[src/rtl/count_seq_pkg.sv]
// Shared types and next-value arithmetic for the counter-sequence checker.
package count_seq_pkg;

    typedef enum logic {S_IDLE, S_TRACK} ch_state_e;
    typedef enum logic {MODE_UP, MODE_DOWN} dir_e;

    localparam int unsigned MAX_W = 32;

    typedef struct packed {
        logic             wrap;
        logic [MAX_W-1:0] value;
    } next_t;

    // Computes in MAX_W+1 bits, then masks to width so the carry/borrow
    // never leaks into the value handed to the comparator.
    function automatic next_t next_exp(input logic [MAX_W-1:0] prev,
                                       input dir_e             dir,
                                       input int unsigned      width,
                                       input int unsigned      step);
        logic [MAX_W:0]   lim;
        logic [MAX_W:0]   full;
        logic [MAX_W-1:0] mask;
        next_t            r;
        lim  = (MAX_W+1)'(1) << width;
        mask = MAX_W'(lim - 1'b1);
        if (dir == MODE_UP) begin
            full   = {1'b0, prev} + (MAX_W+1)'(step);
            r.wrap = (full >= lim);
        end else begin
            full   = {1'b0, prev} - (MAX_W+1)'(step);
            r.wrap = (prev < MAX_W'(step));
        end
        r.value = full[MAX_W-1:0] & mask;
        return r;
    endfunction

endpackage

[src/rtl/count_seq_chk_ch.sv]
// One checker channel: lock FSM, reference register, compare and error counter.
module count_seq_chk_ch
    import count_seq_pkg::*;
#(
    parameter int unsigned WIDTH     = 4,
    parameter int unsigned STEP      = 1,
    parameter int unsigned WRAP_EN   = 1,
    parameter int unsigned ERR_CNT_W = 8
) (
    input  logic                 clk,
    input  logic                 rst_n,
    input  logic                 valid,
    input  logic [WIDTH-1:0]     count,
    input  logic                 mode,
    input  logic                 clear,
    output logic                 locked,
    output logic                 err_pulse,
    output logic                 err_sticky,
    output logic [ERR_CNT_W-1:0] err_cnt,
    output logic [WIDTH-1:0]     exp_count,
    output ch_state_e            state
);

    localparam logic [ERR_CNT_W-1:0] CNT_MAX = '1;

    logic [WIDTH-1:0] prev;
    next_t            exp_cur;
    next_t            exp_new;
    logic             mismatch;
    logic             unused_exp;

    always_comb begin
        exp_cur  = next_exp(MAX_W'(prev), dir_e'(mode), WIDTH, STEP);
        exp_new  = next_exp(MAX_W'(count), dir_e'(mode), WIDTH, STEP);
        mismatch = (MAX_W'(count) != exp_cur.value) || ((WRAP_EN == 0) && exp_cur.wrap);
    end

    assign unused_exp = ^{exp_new.wrap, exp_new.value[MAX_W-1:WIDTH]};

    always_ff @(posedge clk or negedge rst_n) begin
        if (!rst_n) begin
            state      <= S_IDLE;
            prev       <= '0;
            locked     <= 1'b0;
            err_pulse  <= 1'b0;
            err_sticky <= 1'b0;
            err_cnt    <= '0;
            exp_count  <= '0;
        end else if (clear) begin
            state      <= S_IDLE;
            prev       <= '0;
            locked     <= 1'b0;
            err_pulse  <= 1'b0;
            err_sticky <= 1'b0;
            err_cnt    <= '0;
            exp_count  <= '0;
        end else begin
            err_pulse <= 1'b0;
            if (valid) begin
                // prev always follows the sample so one skip yields one error
                prev      <= count;
                exp_count <= exp_new.value[WIDTH-1:0];
                if (state == S_IDLE) begin
                    state  <= S_TRACK;
                    locked <= 1'b1;
                end else if (mismatch) begin
                    err_pulse  <= 1'b1;
                    err_sticky <= 1'b1;
                    if (err_cnt != CNT_MAX) err_cnt <= err_cnt + 1'b1;
                end
            end
        end
    end

endmodule

[config.mk]
export PLATFORM = sky130hd
export DESIGN_NAME = count_seq_chk_ch
export DESIGN_NICKNAME = d
export VERILOG_FILES = /design/src/rtl/count_seq_pkg.sv /design/src/rtl/count_seq_chk_ch.sv
export SDC_FILE = /design/constraint.sdc
export NUM_CORES = 1
export LEC_CHECK = 0
export ABC_CLOCK_PERIOD_IN_PS = 5000
export BUFFER_PORTS_ARGS = -buffer_cell sky130_fd_sc_hd__buf_4
export CAP_MARGIN = 40
export CORE_MARGIN = 3
export CORE_UTILIZATION = 45
export DETAILED_ROUTE_END_ITERATION = 10
export PLACE_DENSITY = 0.79
export SYNTH_ARGS = -nofsm -noshare
export SYNTH_HDL_FRONTEND = slang
export SYNTH_SLANG_ARGS = --single-unit
export TNS_END_PERCENT = 1
[constraint.sdc]
create_clock -name clk -period 5 [get_ports clk]
set_input_delay 1 -clock clk [delete_from_list [all_inputs] [get_ports clk]]
set_output_delay 1 -clock clk [all_outputs]
set_load 0.1 [all_outputs]
== Yosys cells after proc, flatten, opt, wreduce, memory -nomap -nowiden ==
Index checks and enable logic that the tools add are counted.

* Register bits: 20
* Word-level logic and storage cells: 46

* Add/subtract/negate cells: 5
* Reduce and logical (&&, ||, !) cells: 7
* Multiplexer cells: 24
* Eq/ne operators: 3

{| class="wikitable"
|+ Operator list
! cell !! number
|-
| $mux W8 || 5
|-
| $mux W4 || 6
|-
| $mux W1 || 13
|-
| $add A4 B1 Y4 const B || 2
|-
| $add A8 B1 Y8 const B || 1
|-
| $ne A8 B8 Y1 const B || 1
|-
| $reduce_bool A2 Y1 || 4
|-
| $sub A4 B1 Y4 const B || 2
|-
| $ne A4 B4 Y1 || 1
|-
| $reduce_and A4 Y1 || 1
|-
| $reduce_and A3 Y1 || 1
|-
| $ne A2 B2 Y1 const B || 1
|-
| $reduce_and A2 Y1 || 1
|}

== Longest topological paths before layout ==
Gate-level depths: netlist of run 1.

* Depth in word-level cells: 7
* Mapped depth: 8

== Worst setup path before layout of run 1 ==
OpenSTA, ideal clock, no wires.

* Path kind: input port to flip-flop
* Start: input mode
* End: register err_cnt[3]
* Arrival time: 2.657 ns
* Buffers on the path: 1
* Path slack: 2.265 ns
* Stages: 8
* Setup time: 0.078 ns
* Cells stage by stage: inv_1 -> fa_1 -> xor2_1 -> nand3_1 -> o311ai_2 -> buf_2 -> o21ai_0 -> a21oi_1

* Longest elaborated chain between the ends: 4

{| class="wikitable"
|+ RTL lines
! what !! line !! source
|-
| start: declaration || count_seq_chk_ch.sv:14 || <nowiki>input logic mode,</nowiki>
|-
| $mux W4 || count_seq_pkg.sv:26 || <nowiki>if (dir == MODE_UP) begin</nowiki>
|-
| $ne A4 B4 Y1 || count_seq_chk_ch.sv:35 || <nowiki>mismatch = (MAX_W'(count) != exp_cur.value) || ((WRAP_EN == 0) && exp_cur.wrap);</nowiki>
|-
| $reduce_bool A2 Y1 (no line) || -- ||
|-
| $reduce_and A4 Y1 (no line) || -- ||
|-
| end signal: assignment || count_seq_chk_ch.sv:69 || <nowiki>if (err_cnt != CNT_MAX) err_cnt <= err_cnt + 1'b1;</nowiki>
|-
| end: declaration || count_seq_chk_ch.sv:19 || <nowiki>output logic [ERR_CNT_W-1:0] err_cnt,</nowiki>
|}

Every way passes these cells.
A chain may end at the register's enable or synchronous reset.

== Final worst setup path of run 1 ==
* Start: input mode
* End: register err_cnt[6]

The elaborated chain is that of the path after synthesis.

==> results of run 1 <==
cells in the mapped netlist, types with 3 or more instances:
library cell	number	share of area, %
a21oi_1	11	4.8
dfrtp_1	20	44
ha_1	5	5.5
inv_1	9	3.0
mux2i_1	8	7.0
nand2_1	3	0.99
nand3_1	3	1.3
nand4_1	3	1.6
nor2_1	13	4.3
nor2b_1	3	1.6
o21ai_0	3	1.3
or3_1	4	2.2
xnor2_1	3	2.3
kinds of logic after synthesis:
| kind of cell | Yosys count | synth area share, % |
|---|---|---|
| and+or+nand+nor | 35 | 15.5 |
| DFF | 20 | 43.9 |
| AOI/OAI and AO/OA | 19 | 10.2 |
| buffers and inverters | 13 | 4.39 |
| muxes | 10 | 9.00 |
| xor gates and xnor gates | 7 | 8.01 |
| adders and majority gates | 7 | 9.00 |
critical path, cell delays in order:
cell and delay [ns]:
buf_4 0.13, inv_1 0.09, fa_1 0.55, xor2_1 0.15
nand3_1 0.10, o311ai_2 0.72, nor3_1 0.15, mux2_1 0.34
state kept, by name (all words and copies together), names as in the netlist:
| name | count |
|---|---|
| err_cnt | 8 |
| err_sticky | 1 |
| exp_count | 4 |
| prev | 4 |
| err_pulse | 1 |
| locked | 1 |
| state | 1 |
cell usage in the layout (no fill, tap or decap):
master / count
a211oi_1: 1
a21o_1: 1
a21oi_1: 11
and3_1: 1
buf_4: 24
bufinv_16: 1
clkbuf_4: 3
dfrtp_1: 20
fa_1: 2
ha_1: 5
inv_1: 9
mux2_1: 1
mux2_2: 1
mux2i_1: 8
nand2_1: 3
nand2b_1: 2
nand3_1: 3
nand4_1: 3
nor2_1: 13
nor2b_1: 3
nor3_1: 1
o21ai_0: 3
o311ai_2: 1
o31ai_1: 2
or3_1: 4
or4_1: 2
xnor2_1: 3
xor2_1: 2
xor3_1: 2
metrics by stage:
| step | util, % | power, mW | setup slack (ns) | cells |
|---|---|---|---|---|
| 5_1_grt | 60.6 | 0.434 | 1.75 | 163 |
| 3_5_place_dp | 58.3 | 0.286 | 1.61 | 159 |
| 6_report | 60.6 | 0.412 | 1.94 | 163 |
| 3_3_place_gp | 58.3 | 0.284 | 1.72 | 159 |
| 2_1_floorplan | - | 0.258 | 2.27 | 111 |
| 4_1_cts | 60.6 | 0.417 | 1.93 | 163 |
final cells by class:
| cell class | instances | area share [%] |
|---|---|---|
| multi-input combinational | 78 | 42.4 |
| sequential | 20 | 36.0 |
| timing repair buffer | 24 | 12.9 |
| tap | 28 | 2.52 |
| inverter | 9 | 2.43 |
| clock inverter | 1 | 2.16 |
| clock buffer | 3 | 1.62 |
routing by layer:
metal	up-vias	share of wire (%)	track usage, %	wire (um)
li1	427	-	-	-
met1	441	43	17.3	979
met2	21	50	26.7	1130
met3	4	5.7	3.45	128
met4	0	0.98	5.42	22
met5	-	0	0	0
power by group through the flow:
stage | registers, mW | logic (mW) | clock network, mW
floorplan | 0.219 | 0.0390 | 0
global placement | 0.178 | 0.106 | 0
detailed placement | 0.178 | 0.108 | 0
CTS | 0.175 | 0.109 | 0.133
global route | 0.176 | 0.116 | 0.142
finish | 0.175 | 0.107 | 0.129
path summary, 6_finish.rpt:
| path | start | end | slack [ns] | depth (start not counted) |
|---|---|---|---|---|
| setup / recovery | mode | err_cnt[6] | 1.94 | 8 |
| hold / removal | locked | locked | 0.52 | 2 |
| setup reg to reg | prev[0] | err_cnt[6] | 2.38 | 7 |
| hold reg to reg | locked | locked | 0.52 | 2 |
| max in group asynchronous | rst_n | prev[1] | 4.22 | 1 |
| min in group asynchronous | rst_n | err_cnt[7] | 0.56 | 1 |
==> flow_summary_export.csv, run 1 <==
group,metric,value,unit
status,status,"completed",
grt,grtUsageTotal,15.0,%
sta,finalSetupTns,0,ns
synth,yosysUniqueCellTypes,29,
final_layout,final_area,0.00139,mm^2
sta,slew_headroom,47.8,%
grt,grt_overflow,0,
cts,cts_resized,0,
power,p_leak,0.678,nW
synth,synth_edf_count,0,
sta,drv_slew,0,
sta,finClkSkew,0.0147,ns
placement,placed_area,0.00134,mm^2
sta,grt_setup_unrepaired,"no",
min_path,hold_class,"register to register",
final_layout,multi_input_area,589,um^2
final_layout,drive_gt1_share,22.2,%
sta,hold_violations,0,
final_layout,seq_area,500,um^2
power,p_sw,0.128,mW
sta,max_freq,326,MHz
cts,cts_made_buffers,3,
synth,ys_ff_latch,20,
setup_path,start_kind,"primary input",
die,start_util,49.6,%
synth,synth_area,0.00114,mm^2
power,sequentialPowerShare,42.5,%
power,power_frac_comb,26.1,%
detailed_routing,drcViolationCount,0,
synth,syn_inst,111,
sta,period_share,61.3,%
die,fp.dieH,56.3,um
cts,cts-htree-levels,1,
die,core_area,0.00230,mm^2
final_layout,fill_cells,208,
grt,antenna_found_initial,0,
sta,worstMarginPinSlew,0.782,ns
cts,ctsRootBufferMaster,"clkbuf_4",
detailed_routing,wl_per_cell,13.8,um
setup_path,criticalPathCategory,"primary input to register",
synth,ys_seq_area_share,43.9,%
die,core.rowCount,17,
power,powerDensity,296,mW/mm^2
detailed_routing,num_vias,893,
final_layout,syn_to_final_growth,22.1,%
setup_path,arrival,3.26,ns
setup_path,worstPathRequired,5.19,ns
detailed_routing,drt-initial-drc-count,14,
cts,clk_latency,0.30,ns
synth,postSynthNetCount,127,
grt,grt_max_degree,24,
final_layout,diodes,0,
die,pin_count,25,
synth,synth-async-reset-ratio,100,%
detailed_routing,ant_nets,0,
flow_run,drv_cap,0,
power,ir_drop,0.215,mV
final_layout,nets,152,
die,die_w,56.3,um
sta,post-route-min-period,3.06,ns
synth,synth_area_per_cell,10.3,um^2
placement,place.gp.congestion,0.829,
cts,post_cts_buffers,0,
cts,cts_buffer_depth,2,
detailed_routing,wirelength,2.26,mm
synth,ys_warn_count,0,
setup_path,crit_path_end_kind,"register",
power,pwr-share-clk,31.4,%
detailed_routing,viasPerCell,5.48,
detailed_routing,first_pass_iters,4,
power,p_sw_share,31.1,%
cts,cts_sinks,20,
sta,finalSetupViolations,0,
grt,grt_pass1_wl,3.82,mm
synth,synth_flop_cell,"dfrtp_1",
sta,whs,0.524,ns
power,p_int,0.284,mW
placement,place_hpwl,1.72,mm
grt,grt_pass1_vias,881,
cts,cts_tree,"built",
cts,path_clk_slew,0.12,ns
die,dieArea,0.00317,mm^2
cts,cts_hold_buf,0,
placement,port_buffers,24,
setup_path,cp_max_fo,14,
No activity file was read; power rests on OpenSTA's default activity.
==> run 2: changes to the inputs <==
--- a/config.mk
+++ b/config.mk
@@ -5,13 +5,15 @@
 export SDC_FILE = /design/constraint.sdc
 export NUM_CORES = 1
 export LEC_CHECK = 0
-export ABC_CLOCK_PERIOD_IN_PS = 5000
+export ABC_AREA = 1
+export ABC_CLOCK_PERIOD_IN_PS = 3000
 export BUFFER_PORTS_ARGS = -buffer_cell sky130_fd_sc_hd__buf_4
 export CAP_MARGIN = 40
+export CORE_ASPECT_RATIO = 0.5
 export CORE_MARGIN = 3
 export CORE_UTILIZATION = 45
 export DETAILED_ROUTE_END_ITERATION = 10
-export PLACE_DENSITY = 0.79
+export PLACE_DENSITY = 0.78
 export SYNTH_ARGS = -nofsm -noshare
 export SYNTH_HDL_FRONTEND = slang
 export SYNTH_SLANG_ARGS = --single-unit
==> constraint.sdc (replaced) <==
create_clock -name clk -period 3 [get_ports clk]
set_input_delay 0.6 -clock clk [delete_from_list [all_inputs] [get_ports clk]]
set_output_delay 0.6 -clock clk [all_outputs]
set_load 0.1 [all_outputs]
==> run 2 against run 1 <==
Effect of this change: first-iteration DRC count grew to 5.7 times the previous value; sequential share of layout area is 3.5 points lower; setup slack worse by 0.91 ns; clock power is 62% higher; non-clock buffer count stayed put; global-route usage is 1.9 points higher; cell count is 37% higher; area after synthesis is 12% higher; synthesized cell count is 47% higher.
==> flow_summary_export.csv, run 2 <==
group,metric,value,unit
grt,grt_max_degree,21,
grt,grt_pass1_wl,4.71,mm
die,start_util,52.2,%
grt,grtUsageTotal,16.8,%
die,core.rowCount,12,
setup_path,criticalPathCategory,"primary input to register",
placement,place_hpwl,2.11,mm
detailed_routing,num_vias,1143,
sta,hold_violations,0,
final_layout,top_register,"err_cnt",
cts,post_cts_buffers,0,
final_layout,fin_cells,224,
setup_path,arrival,2.17,ns
cts,cts_hold_buf,0,
final_layout,largest_reg_flops,8,
setup_path,start_kind,"primary input",
cts,path_clk_slew,0.08,ns
sta,finalSetupTns,0,ns
sta,max_freq,507,MHz
sta,finalSetupViolations,0,
detailed_routing,drt-initial-drc-count,80,
setup_path,worstPathCellList,"buf_4 -> inv_2 -> fa_1 -> xor2_1 -> nand2_1 -> nor2_4 -> nand3_4 -> nand3_4 -> nand2_1 -> nand2_1",
synth,synth_flop_cell,"dfrtp_1",
sta,period_share,65.7,%
sta,worst_slack,1.03,ns
detailed_routing,met2_length,1.31,mm
die,pin_count,25,
setup_path,worstPathRequired,3.20,ns
die,die_w,81.4,um
placement,place.gp.congestion,0.881,
detailed_routing,top_layer,"met4",
die,fp.dieH,43.7,um
synth,post-synth-top-area-fraction,39.1,%
flow_run,drv_cap,0,
setup_path,crit_path_end_kind,"register",
detailed_routing,viasPerCell,5.10,
cts,cts_resized,0,
die,core_area,0.00245,mm^2
detailed_routing,wl_per_cell,12.3,um
sta,finClkSkew,0.00161,ns
cts,ctsRootBufferMaster,"clkbuf_8",
detailed_routing,first_pass_iters,4,
synth,ys_ff_latch,20,
cts,cts-htree-levels,1,
setup_path,crit_top_cell,"nand2_1",
sta,drv_slew,0,
final_layout,layout_common_cells,"45 x nand2_1, 24 x buf_4, 20 x dfrtp_1",
setup_path,cpPeakStageDelay,0.55,ns
grt,antenna_found_initial,0,
detailed_routing,ant_nets,0,
synth,syn_inst,163,
final_layout,final_area,0.00154,mm^2
power,ir_drop,0.246,mV
sta,slew_headroom,80.8,%
placement,dp_cells,220,
sta,post-route-min-period,1.97,ns
final_layout,drive_gt1_share,21.2,%
synth,synth_area_per_cell,7.84,um^2
status,status,"completed",
final_layout,nets,206,
sta,grt_setup_unrepaired,"no",
cts,clk_latency,0.26,ns
detailed_routing,drcViolationCount,0,
synth,yosysTopAreaCell,"dfrtp_1",
setup_path,cp_max_fo,9,
final_layout,fill_cells,210,
placement,place_ws,0.756,ns
grt,grt_overflow,0,
synth,ys_warn_count,0,
synth,synth_area_leaders,"dfrtp_1 39%, nand2_1 13%, inv_1 5.3%",
cts,cts_made_buffers,3,
synth,synth-async-reset-ratio,100,%
synth,synth_edf_count,0,
cts,cts_sinks,20,
detailed_routing,m1WireLength,1.30,mm
min_path,hold_class,"primary input to async pin",
synth,postSynthNetCount,179,
synth,synth_area,0.00128,mm^2
placement,port_buffers,24,
synth,synthTopCellsByCount,"45 x nand2_1, 20 x dfrtp_1, 18 x inv_1",
synth,ys_seq_area_share,39.1,%
final_layout,top_regs,"err_cnt (8), exp_count (4), prev (4)",
final_layout,diodes,0,
power,powerDensity,501,mW/mm^2
placement,placed_area,0.00149,mm^2
cts,cts_buffer_depth,2,
synth,synth.most_common_cell,"nand2_1",
synth,yosysUniqueCellTypes,23,
sta,worstMarginPinSlew,0.287,ns
final_layout,layout_commonest_cell,"nand2_1",
die,dieArea,0.00356,mm^2
cts,cts_tree,"built",
power,power,0.773,mW
power,p_leak,0.816,nW
final_layout,syn_to_final_growth,20.6,%
grt,grt_pass1_vias,1114,
detailed_routing,wirelength,2.76,mm
setup_path,cpMaxStageDelayCell,"fa_1",
detailed_routing,dr_wl_met3,131,um
## run 2: routing by layer
layer	GRT usage, %	vias to the layer above
met5	0	-
met4	4.38	0
met1	21.9	529
met3	3.11	2
li1	-	580
met2	29.0	32
## run 2: cell families (layout without fill, tap and decap cells)
group,Yosys count,count (layout),share of synthesized area [%]
buffers and inverters,25,51,7.93
AND/OR/NAND/NOR,90,90,33.6
AO/OA/AOI/OAI,15,15,7.24
adder cells (fa/ha/maj),7,7,8.02
XOR/XNOR,6,6,4.11
flip-flops,20,20,39.1
## run 2: worst paths after layout
check | end | depth (start not counted) | startpoint | slack, ns
max | err_cnt[7] | 10 | mode | 1.03
min | prev[1] | 1 | rst_n | 0.20
max reg2reg | err_cnt[7] | 9 | prev[0] | 1.14
min reg2reg | locked | 2 | locked | 0.51
max in group asynchronous | err_cnt[6] | 1 | rst_n | 2.59
min in group clk | locked | 2 | locked | 0.51
## run 2: area by class of cell
cell class                      count  area (um^2)  share of cell area, %
Multi-Input combinational cell    118          677                   43.9
Sequential cell                    20          500                   32.4
Timing Repair Buffer               24          180                   11.7
Inverter                           23         86.3                   5.60
Clock buffer                        4         55.1                   3.57
Tap cell                           35         43.8                   2.84
## run 2: power by group
group	switching [mW]	internal, mW
logic	0.197	0.0642
registers	0.0150	0.288
clock network	0.0924	0.117
## run 2: through the flow
step           util (%)  hold WS (ns)
2_1_floorplan         -         0.304
3_3_place_gp       60.8         0.471
3_5_place_dp       60.8         0.487
4_1_cts            63.0         0.212
5_1_grt            63.0         0.221
6_report           63.0         0.204
## run 2: worst max-delay path: cells and delay by family
| family | cells | cell delay [ns] |
|---|---|---|
| and+or+nand+nor | 6 | 0.66 |
| adders and majority gates | 1 | 0.55 |
| buffers and inverters | 2 | 0.20 |
| xor gates and xnor gates | 1 | 0.16 |
==> run 3: changes to the inputs <==
--- a/config.mk
+++ b/config.mk
@@ -5,15 +5,14 @@
 export SDC_FILE = /design/constraint.sdc
 export NUM_CORES = 1
 export LEC_CHECK = 0
-export ABC_AREA = 1
-export ABC_CLOCK_PERIOD_IN_PS = 3000
+export ABC_AREA = 0
+export ABC_CLOCK_PERIOD_IN_PS = 1800
 export BUFFER_PORTS_ARGS = -buffer_cell sky130_fd_sc_hd__buf_4
 export CAP_MARGIN = 40
-export CORE_ASPECT_RATIO = 0.5
 export CORE_MARGIN = 3
 export CORE_UTILIZATION = 45
 export DETAILED_ROUTE_END_ITERATION = 10
-export PLACE_DENSITY = 0.78
+export PLACE_DENSITY = 0.82
 export SYNTH_ARGS = -nofsm -noshare
 export SYNTH_HDL_FRONTEND = slang
 export SYNTH_SLANG_ARGS = --single-unit
==> constraint.sdc (replaced) <==
create_clock -name clk -period 1.8 [get_ports clk]
set_input_delay 0.36 -clock clk [delete_from_list [all_inputs] [get_ports clk]]
set_output_delay 0.36 -clock clk [all_outputs]
set_load 0.1 [all_outputs]
==> run 3 against run 2 <==
Effect of this change: the flow now finishes with violations (setup timing); non-clock buffer count increased by 12; core utilization increased by 5.2 points; register-to-register slack got worse by 1.5 ns; cell count decreased by 21%; power increased by 45%; global-route usage increased by 1.9 points; hold slack improved by 0.14 ns; via count decreased by 13%; critical path type is now register to register; critical endpoint is now err_cnt[0].
==> flow_summary_export.csv, run 3 (synthesized netlist as in run 1, its figures left out) <==
group,metric,value,unit
detailed_routing,viasPerCell,5.64,
final_layout,fin_util,68.2,%
cts,ctsRootBufferMaster,"clkbuf_4",
flow_run,drv_cap,0,
grt,grt_pass1_wl,4.62,mm
grt,antenna_found_initial,0,
cts,cts_buffer_depth,2,
grt,grt_pass1_vias,980,
grt,grt_overflow,0,
final_layout,layout_commonest_cell,"buf_4",
setup_path,criticalPathCategory,"register to register",
cts,clk_latency,0.31,ns
detailed_routing,wirelength,2.87,mm
cts,path_clk_slew,0.12,ns
power,sequentialPowerShare,43.4,%
placement,port_buffers,24,
sta,finClkSkew,0.00593,ns
setup_path,arrival,2.41,ns
grt,grt_max_degree,24,
min_path,hold_class,"primary input to register",
detailed_routing,drcViolationCount,0,
setup_path,worstPathRequired,2.01,ns
sta,worstMarginPinSlew,0.442,ns
detailed_routing,first_pass_iters,5,
sta,max_freq,456,MHz
status,status,"finished with violations",
power,pwr-share-clk,24.6,%
power,p_sw_share,36.1,%
detailed_routing,ant_nets,0,
cts,cts_tree,"built",
sta,drv_slew,0,
placement,place.gp.congestion,0.928,
setup_path,worstPathCellList,"inv_2 -> fa_1 -> xor2_1 -> nand3_2 -> o311ai_4 -> nor2b_2 -> mux2_2",
cts,cts_made_buffers,3,
sta,finalSetupViolations,10,
power,p_leak,0.723,nW
sta,post-route-min-period,2.19,ns
detailed_routing,wl_per_cell,16.3,um
setup_path,worstReg2RegStart,"prev[0]",
final_layout,syn_to_final_growth,37.4,%
final_layout,top_register,"err_cnt",
die,dieArea,0.00317,mm^2
setup_path,cp_num_buf_inv,1,
setup_path,cpPeakStageDelay,0.52,ns
final_layout,nets,165,
die,die_w,56.3,um
power,p_int,0.717,mW
sta,worst_slack,-0.394,ns
final_layout,diodes,0,
sta,slew_headroom,70.5,%
power,power_frac_comb,32.0,%
final_layout,top_regs,"err_cnt (8), exp_count (4), prev (4)",
final_layout,layout_common_cells,"35 x buf_4, 12 x nor2_1, 12 x dfrtp_1",
status,failed_checks,"setup timing",
placement,place_hpwl,1.94,mm
cts,cts_sinks,20,
sta,grt_setup_unrepaired,"yes",
setup_path,crit_path_end_kind,"register",
die,pin_count,25,
cts,cts-htree-levels,1,
die,start_util,49.6,%
grt,grtUsageTotal,18.7,%
power,p_sw,0.404,mW
sta,period_share,122,%
setup_path,path_delay_family,"adder cells",
setup_path,cpMaxStageDelayCell,"fa_1",
final_layout,drive_gt1_share,41.9,%
detailed_routing,num_vias,992,
die,fp.dieH,56.3,um
power,ir_drop,0.441,mV
setup_path,cp_max_fo,7,
die,core.rowCount,17,
sta,hold_violations,0,
setup_path,start_kind,"register",
power,power,1.12,mW
setup_path,cp-startpoint,"prev[0]",
final_layout,largest_reg_flops,8,
detailed_routing,drt-initial-drc-count,33,
min_path,hold_start,"count[0]",
power,powerDensity,716,mW/mm^2
die,core_area,0.00230,mm^2
[run 3: tightest hold or removal path: cells and delay by family]
kind | cells | cell delay (ns)
buffers and inverters | 1 | 0.11
muxes | 1 | 0.07
and+or+nand+nor | 1 | 0.08
[run 3: per-stage QoR]
step	setup TNS (ns)	cell area, um^2	cells	worst slack (ns)	hold WS (ns)
floorplan	-1.44	1180	111	-0.194	0.0644
global placement	-3.39	1440	168	-0.418	0.254
detailed placement	-4.16	1440	168	-0.521	0.257
CTS	-3.63	1520	175	-0.421	0.335
global route	-3.84	1570	176	-0.464	0.339
finish	-3.10	1570	176	-0.394	0.346
[run 3: layout make-up]
type | count | area [um^2]
timing repair buffer | 36 | 273
inverter | 9 | 33.8
fill | 179 | 731
sequential | 20 | 515
tap | 28 | 35.0
clock buffer | 4 | 36.3
multi-input combinational | 79 | 673
[run 3: final timing paths]
kind                                    to  slack [ns]  depth (start not counted)
worst max-delay path            err_cnt[0]       -0.39                          7
worst min-delay path               prev[0]        0.35                          3
worst max register to register  err_cnt[0]       -0.39                          7
worst min register to register      locked        0.51                          2
max in group asynchronous       err_cnt[0]        1.11                          2
min in group asynchronous        err_pulse        0.45                          2
[run 3: power by group through the flow]
stage / clock [mW] / combinational (mW) / sequential (mW)
after floorplan: 0 / 0.115 / 0.611
after detailed placement: 0 / 0.326 / 0.494
after global placement: 0 / 0.317 / 0.493
after CTS: 0.271 / 0.343 / 0.486
after global routing: 0.300 / 0.379 / 0.490
final: 0.275 / 0.359 / 0.487
[run 3: repair_timing]
| item | 4_1_cts | 5_1_grt |
|---|---|---|
| cloned | 1 | 0 |
| buffers inserted | 1 | 1 |
| hold buffers | 1 | 0 |
| resized for setup | 3 | 8 |
| setup endpoints to repair | 10 | 10 |
| hold endpoints to repair | 20 | 0 |
| pin swaps | 4 | 2 |
[run 3: layer usage]
layer / up-vias / wire [um] / track usage [%]
li1: 465 / - / -
met1: 490 / 1200 / 22.5
met2: 28 / 1480 / 31.7
met3: 9 / 126 / 4.60
met4: 0 / 59 / 7.80
met5: - / 0 / 0
